### config.mk
export PLATFORM = sky130hd
export DESIGN_NAME = string_op_sequencer
export DESIGN_NICKNAME = d
export VERILOG_FILES = /design/src/rtl/string_op_sequencer.sv
export SDC_FILE = /design/constraint.sdc
export NUM_CORES = 1
export LEC_CHECK = 0
export CELL_PAD_IN_SITES_DETAIL_PLACEMENT = 1
export CELL_PAD_IN_SITES_GLOBAL_PLACEMENT = 2
export CORE_ASPECT_RATIO = 1.1
export CORE_UTILIZATION = 28
export CTS_CLUSTER_SIZE = 28
export DETAILED_ROUTE_END_ITERATION = 16
export PLACE_DENSITY_LB_ADDON = 0.08
export SLEW_MARGIN = 20
export SYNTH_ARGS = -nofsm -noshare
export SYNTH_HDL_FRONTEND = slang
export SYNTH_SLANG_ARGS = --single-unit
### constraint.sdc
create_clock -name clk -period 8.46 [get_ports clk]
set_input_delay 1.692 -clock clk [delete_from_list [all_inputs] [get_ports clk]]
set_output_delay 1.692 -clock clk [all_outputs]
set_load 0.03 [all_outputs]
### src/rtl/string_op_sequencer.sv
`default_nettype none
// ============================================================================
// Module      : string_op_sequencer
// Description : Sequencing controller for the string accelerator. Drains the
//               A (and for STRCMP the B) string FIFO one word per fetch and
//               walks each word one byte per cycle, MSB byte first. Runs
//               STRLEN(A) or STRCMP(A,B) and latches a 32-bit result together
//               with sticky done/error flags.
// Ports       : clk, reset           - clock, async active-high reset
//               go, op               - start pulse / 0=STRLEN 1=STRCMP
//               a_empty, a_rdata     - FIFO A show-ahead head; a_pop pops it
//               b_empty, b_rdata     - FIFO B show-ahead head; b_pop pops it
//               busy, done, error    - status
//               result               - byte count or signed byte difference
// Revision    : 1.0 - initial release
// ============================================================================
module string_op_sequencer #(
    parameter int MAX_WORDS = 4,
    parameter int CNT_W     = 8
) (
    input  logic        clk,
    input  logic        reset,
    input  logic        go,
    input  logic        op,
    input  logic        a_empty,
    input  logic [31:0] a_rdata,
    output logic        a_pop,
    input  logic        b_empty,
    input  logic [31:0] b_rdata,
    output logic        b_pop,
    output logic        busy,
    output logic        done,
    output logic        error,
    output logic [31:0] result
);

    localparam logic [1:0]  S_IDLE  = 2'd0;
    localparam logic [1:0]  S_FETCH = 2'd1;
    localparam logic [1:0]  S_SCAN  = 2'd2;
    localparam logic [1:0]  S_DONE  = 2'd3;
    localparam logic [31:0] c_OVERRUN_RESULT = 32'hDEADFACE;

    logic [1:0]       r_state;
    logic [1:0]       w_next_state;
    logic             r_op;
    logic [31:0]      r_a_word;
    logic [31:0]      r_b_word;
    logic [1:0]       r_idx;
    logic [CNT_W-1:0] r_byte_cnt;
    logic [CNT_W-1:0] r_word_cnt;
    logic             r_error;
    logic [31:0]      r_result;

    logic             w_go_ok;
    logic             w_fetch_ok;
    logic [31:0]      w_a_shift;
    logic [31:0]      w_b_shift;
    logic [7:0]       w_a_byte;
    logic [7:0]       w_b_byte;
    logic             w_differ;
    logic             w_term;
    logic             w_overrun;
    logic [8:0]       w_diff;

    // go is only honoured while not running
    assign w_go_ok    = go && ((r_state == S_IDLE) || (r_state == S_DONE));
    // STRCMP needs both heads present so the strings advance in lock-step
    assign w_fetch_ok = !a_empty && (!r_op || !b_empty);

    // Current byte: shift the selected byte up to [31:24]
    assign w_a_shift  = r_a_word << {r_idx, 3'b000};
    assign w_b_shift  = r_b_word << {r_idx, 3'b000};
    assign w_a_byte   = w_a_shift[31:24];
    assign w_b_byte   = w_b_shift[31:24];
    assign w_differ   = (w_a_byte != w_b_byte);
    // For STRCMP, equal bytes with A==0 means both are NUL
    assign w_term     = r_op ? (w_differ || (w_a_byte == 8'h00)) : (w_a_byte == 8'h00);
    assign w_overrun  = (r_idx == 2'd3) && !w_term && (r_word_cnt == CNT_W'(MAX_WORDS));
    // 9-bit two's complement difference of the zero-extended bytes
    assign w_diff     = {1'b0, w_a_byte} - {1'b0, w_b_byte};

    // State register
    always_ff @(posedge clk or posedge reset) begin
        if (reset) begin
            r_state <= S_IDLE;
        end else begin
            r_state <= w_next_state;
        end
    end

    // Next-state logic
    always_comb begin
        w_next_state = r_state;
        case (r_state)
            S_IDLE, S_DONE: begin
                if (go) w_next_state = S_FETCH;
            end
            S_FETCH: begin
                if (w_fetch_ok) w_next_state = S_SCAN;
            end
            S_SCAN: begin
                if (w_term || w_overrun) w_next_state = S_DONE;
                else if (r_idx == 2'd3)  w_next_state = S_FETCH;
            end
            default: w_next_state = S_IDLE;
        endcase
    end

    // Outputs; pops are gated by the empty flags through w_fetch_ok
    always_comb begin
        a_pop  = (r_state == S_FETCH) && w_fetch_ok;
        b_pop  = (r_state == S_FETCH) && w_fetch_ok && r_op;
        busy   = (r_state == S_FETCH) || (r_state == S_SCAN);
        done   = (r_state == S_DONE);
        error  = r_error;
        result = r_result;
    end

    // Datapath
    always_ff @(posedge clk or posedge reset) begin
        if (reset) begin
            r_op       <= 1'b0;
            r_a_word   <= '0;
            r_b_word   <= '0;
            r_idx      <= '0;
            r_byte_cnt <= '0;
            r_word_cnt <= '0;
            r_error    <= 1'b0;
            r_result   <= '0;
        end else begin
            if (w_go_ok) begin
                r_op       <= op;
                r_result   <= '0;
                r_byte_cnt <= '0;
                r_word_cnt <= '0;
                r_error    <= 1'b0;
            end else if ((r_state == S_FETCH) && w_fetch_ok) begin
                r_a_word   <= a_rdata;
                r_b_word   <= r_op ? b_rdata : 32'h0;
                r_word_cnt <= r_word_cnt + CNT_W'(1);
                r_idx      <= 2'd0;
            end else if (r_state == S_SCAN) begin
                if (w_term) begin
                    if (r_op) r_result <= w_differ ? {{23{w_diff[8]}}, w_diff} : 32'h0;
                    else      r_result <= 32'(r_byte_cnt);
                end else if (w_overrun) begin
                    r_error  <= 1'b1;
                    r_result <= c_OVERRUN_RESULT;
                end else begin
                    r_byte_cnt <= r_byte_cnt + CNT_W'(1);
                    r_idx      <= r_idx + 2'd1;
                end
            end
        end
    end

endmodule
`default_nettype wire

## Word-level counts from Yosys, hierarchy flattened

Index checks and enable logic that the tools add are counted.

| word-level totals | value |
|---|---|
| bits of input ports | 70 |
| bits in registers | 118 |
| output and inout bits | 37 |
| logic and storage cells | 89 |

| operators by class | value |
|---|---|
| add/subtract/negate cells | 4 |
| reduce and logical (&&, ||, !) cells | 29 |
| eq/ne operators | 14 |
| shift operators | 2 |
| multiplexer cells | 30 |
| bitwise gates (word level) | 1 |

Operator list:

| operator | count |
|---|---|
| 32-bit 2-to-1 mux | 8 |
| 32-bit by 5-bit left shift with 32-bit output | 2 |
| 8-bit 2-to-1 mux | 7 |
| 8-bit by 1-bit adder with 8-bit output, second input constant | 2 |
| 2-bit 2-to-1 mux | 8 |
| 2-bit != test, second input constant | 6 |
| 4-bit AND reduction | 3 |
| 8-bit by 8-bit subtractor with 9-bit output | 1 |
| 8-bit by 3-bit equality test with 1-bit output, second input constant | 1 |
| 8-bit logical NOT | 1 |
| 8-bit != test | 1 |
| 2-bit nonzero test | 4 |
| 2-bit equality test, second input constant | 3 |
| 1-bit logical AND | 6 |
| 1-bit 2-to-1 mux | 6 |
| 2-bit one-hot mux with 3 select lines | 1 |
| 3-bit AND reduction | 2 |
| 1-bit logical OR | 5 |
| 1-bit logical NOT | 4 |
| 3-bit != test, second input constant | 1 |
| 3-bit nonzero test | 1 |
| 2-bit by 1-bit adder with 2-bit output, second input constant | 1 |
| 2-bit by 1-bit equality test with 1-bit output, second input constant | 1 |
| 2-bit logical NOT | 1 |
| 4 further kinds | 4 |

## Depth between registers and ports, before layout

| logic depth | value |
|---|---|
| depth after elaboration | 12 |
| gate-level depth with buffers | 12 |
| depth with buffers taken out | 10 |

## Worst setup path before layout

OpenSTA, ideal clock, no wires.

| timing | value |
|---|---|
| path kind | input-to-output |
| from | in b_empty |
| to | out b_pop |
| stages | 3 |
| path buffers | 0 |
| data required time | 6.768 ns |
| arrival time | 2.418 ns |
| slack | 4.350 ns |
| cell sequence | a21oi_1 -> nand2_1 -> nor2_1 |

| on the way | value |
|---|---|
| cells in the longest elaborated chain, start to end | 5 |

RTL lines:

| element | line | text |
|---|---|---|
| start, declared | 28 | `input logic b_empty,` |
| 1-bit logical NOT | 68 | `assign w_fetch_ok = !a_empty && (!r_op \|\| !b_empty);` |
| 1-bit logical OR | 68 |  |
| 1-bit logical AND | 68 |  |
| 1-bit logical AND (2 in series) | 112 | `b_pop = (r_state == S_FETCH) && w_fetch_ok && r_op;` |
| end, declared | 30 | `output logic b_pop,` |

No other way between the ends.

## Worst setup path after layout

| timing | value |
|---|---|
| from | in b_empty |
| to | out a_pop |

| on the way | value |
|---|---|
| cells in the longest elaborated chain, start to end | 4 |

RTL lines:

| element | line | text |
|---|---|---|
| 1-bit logical NOT | 68 |  |
| 1-bit logical OR | 68 |  |
| 1-bit logical AND | 68 |  |
| 1-bit logical AND | 111 | `a_pop = (r_state == S_FETCH) && w_fetch_ok;` |
| end, declared | 27 | `output logic a_pop,` |

No other way between the ends.

==> impl_metrics.env <==
export IMPL_tritoncts="done"
export IMPL_post_synth_xor_xnor_area=0.02067
export IMPL_worst_setup_path_type="in -> out"
export IMPL_final_fill_count=2026
export IMPL_detail_route_first_pass_iterations=4
export IMPL_cpMostUsedCell="sky130_fd_sc_hd__clkdlybuf4s50_1"
export IMPL_most_common_layout_cells="sky130_fd_sc_hd__clkdlybuf4s50_1 (106), sky130_fd_sc_hd__dfrtp_1 (96), sky130_fd_sc_hd__nand2_1 (82)"
export IMPL_initial_utilization=0.2866
export IMPL_num_antenna_cells=0
export IMPL_ctsRootBufferMaster="sky130_fd_sc_hd__clkbuf_16"
export IMPL_adder_cell_area_share_of_the_yosys_netlist=0.04332
export IMPL_max_cap_violations=0
export IMPL_globalplace_congestion=0.7835
export IMPL_whs_ns=0.4773
export IMPL_finalCoreUtilization=0.3694
export IMPL_report_final_slew_viol_count=0
export IMPL_fp_dieW_um=130.5
export IMPL_ant_nets=0
export IMPL_numPortBuffers=106
export IMPL_synth_compound_gate_area_share=0.1083
export IMPL_final_common_cell="sky130_fd_sc_hd__clkdlybuf4s50_1"
export IMPL_cellPowerDensity_mw_per_mm2=375.0
export IMPL_synth_yosys_seq_area_share=0.4726
export IMPL_vdd_drop_max_v=0.0001337
export IMPL_synth_nets=566
export IMPL_grt_pass1_vias=3950
export IMPL_synth_warnings=0
export IMPL_number_of_storage_elements_in_the_synthesis_netlist=96
export IMPL_timing_hold_violations_final=0
export IMPL_postSynth_asyncResetShare=1.000
export IMPL_yosys_area_top_type="sky130_fd_sc_hd__dfrtp_1"
export IMPL_critical_path_endpoint_type="output port"
export IMPL_cts_htree_levels=3
export IMPL_setup_viol=0
export IMPL_fp_dieH_um=143.3
export IMPL_critical_path_peak_fanout=9
export IMPL_fmaxAchievable_ghz=0.1971
export IMPL_synth_simple_gate_area_share=0.1322
export IMPL_layout_nets=642
export IMPL_run_status="finished, final reports clean"
export IMPL_route_final_wire_length_um=13450
export IMPL_cts_inserted_buffers=9
export IMPL_floorplan_io_pins=107
export IMPL_critical_path_max_stage_delay_ns=0.71
export IMPL_synthDistinctLibCells=55
export IMPL_dp_hpwl_um=9535
export IMPL_setup_worst_path_start_class="input pin"
export IMPL_max_slew_margin=0.3327
export IMPL_path_clk_slew_ns=0.07
export IMPL_worst_skew_pair_late_latency_ns=0.35
export IMPL_fraction_of_final_layout_cells_sized_beyond_drive_strength_1=0.1464
export IMPL_dieArea_mm2=0.01870
export IMPL_clock_skew_final_ns=0.008752
export IMPL_critical_path_arrival_ns=3.38
export IMPL_grt_antenna_before_repair=0
export IMPL_hold_wc_path_type="reg -> reg"
export IMPL_synth_edf_count=0
export IMPL_rsz0062_at_grt="false"
export IMPL_post_synth_cell_area_avg_um2=10.61
export IMPL_viasPerCell=4.647
export IMPL_first_pass_grt_wire_length_um=21580
export IMPL_synth_top_area_frac=0.4726
export IMPL_clock_path_buffers=2
export IMPL_cell_type_of_the_slowest_stage_on_the_worst_timing_path="sky130_fd_sc_hd__clkdlybuf4s50_1"
export IMPL_via_count=3708
export IMPL_tightestPinTransition_ns=1.001
export IMPL_cp_required_ns=6.77
export IMPL_drt_initial_drc_count=146
export IMPL_synthTopCellsByArea="sky130_fd_sc_hd__dfrtp_1 (47%), sky130_fd_sc_hd__mux2_2 (7.3%), sky130_fd_sc_hd__mux4_2 (7.1%)"
export IMPL_multi_input_area_mm2=0.002327
export IMPL_layout_area_overhead_vs_synth_pct=28.89
export IMPL_detail_route_wl_per_cell_um=16.85
export IMPL_rows=51
export IMPL_syn_cell_area_mm2=0.005084
export IMPL_synthFlopType="sky130_fd_sc_hd__dfrtp_1"
export IMPL_synth_top_family_by_area="multiplexers"
export IMPL_postCtsSetupRepairBufs=0
export IMPL_muxShareOfSynthArea=0.1519
export IMPL_worstPathCellList="clkdlybuf4s50_1, a21oi_1, nand2_1, inv_2, clkdlybuf4s50_1"
export IMPL_grt_start_max_net_pins=97
export IMPL_post_synthesis_cell_count=479
export IMPL_fin_tns_setup_ns=0
export IMPL_grt_ovfl_total=0
export IMPL_static_leakage_power_nw=2.716
export IMPL_cts_repair_resized=0
export IMPL_final_min_clock_period_ns=5.073
export IMPL_ff_latch_area_mm2=0.002402
export IMPL_finalCritPeriodShare=0.5996
export IMPL_detail_route_drc_violations=0
export IMPL_tritoncts_num_sinks=96
export IMPL_grt_total_usage=0.1546
export IMPL_post_cts_hold_buffer_count=0
export IMPL_core_area_mm2=0.01774
[report_power, final]
group	switching (W)	internal [W]
Sequential	0.000109	0.000638
Clock	0.000201	0.000266
Combinational	0.000699	0.000545
[sequential cells by signal (all words and copies together), names as in the netlist]
signal,flops
r_idx,2
r_word_cnt,8
r_state,2
r_b_word,32
error,1
r_byte_cnt,8
r_op,1
result,10
r_a_word,32
[critical path: cells and delay by family]
family,cells,cell delay [ns]
AO/OA/AOI/OAI,1,0.18
buffers and inverters,3,1.33
AND/OR/NAND/NOR,1,0.18
[cell families after synthesis]
| logic type | Yosys count |
|---|---|
| buffers and inverters | 68 |
| AO/OA/AOI/OAI | 89 |
| XOR/XNOR | 12 |
| multiplexers | 53 |
| AND/OR/NAND/NOR | 144 |
| adder cells (fa/ha/maj) | 17 |
| flip-flops | 96 |
[metal layers]
metal	track usage	wire, um	vias up
met5	0	0	-
met4	0.06352	218	0
met3	0.02085	276	14
met2	0.2671	6920	50
met1	0.1933	6032	1831
li1	-	-	1813
[cells in the mapped netlist, drive strengths merged, types with 2 or more instances]
master / n
dfrtp: 96
nor2b: 3
a21o: 2
nor2: 22
a221oi: 3
mux4: 16
a21oi: 18
xor2: 7
mux2i: 4
nand4: 9
inv: 22
xnor2: 5
o32ai: 3
clkbuf: 16
nand2b: 2
a21boi: 2
and4: 2
o31a: 2
and2: 2
o21ai: 46
ha: 16
nand3: 4
nor4: 2
nand2: 83
o211ai: 2
o21a: 2
buf: 30
nor3: 5
or3: 5
mux2: 33
[stage by stage]
stage	instances	worst slack [ns]	cell area (um2)	total power [W]
floorplan	479	4.263	5084	0.001649
global placement	781	3.379	6203	0.001984
detailed placement	781	3.340	6203	0.002016
CTS	797	3.340	6538	0.002496
global route	798	3.265	6553	0.002658
finish	798	3.387	6553	0.002457
[cell type report]
cell class / count / share of cell area
sequential: 96 / 0.3666
multi-input combinational: 315 / 0.3552
timing repair buffer: 111 / 0.1688
tap: 238 / 0.04545
clock buffer: 9 / 0.03437
clock inverter: 7 / 0.01661
inverter: 22 / 0.01298
[path summary, 6_finish.rpt]
| path | depth (start not counted) | to | slack, ns | startpoint |
|---|---|---|---|---|
| max reg2reg | 9 | r_byte_cnt[3]$_DFFE_PP0P_ | 4.55 | r_idx[1]$_DFFE_PP0P_ |
| max in group asynchronous | 3 | r_a_word[27]$_DFFE_PP0P_ | 5.54 | reset |
| min reg2reg | 2 | r_b_word[8]$_DFFE_PP0P_ | 0.48 | r_b_word[8]$_DFFE_PP0P_ |
| max | 5 | a_pop | 3.39 | b_empty |
| min | 2 | r_b_word[8]$_DFFE_PP0P_ | 0.48 | r_b_word[8]$_DFFE_PP0P_ |
| min in group asynchronous | 2 | r_word_cnt[2]$_DFFE_PP0P_ | 1.78 | reset |
Power figures use the tool's default switching activity.
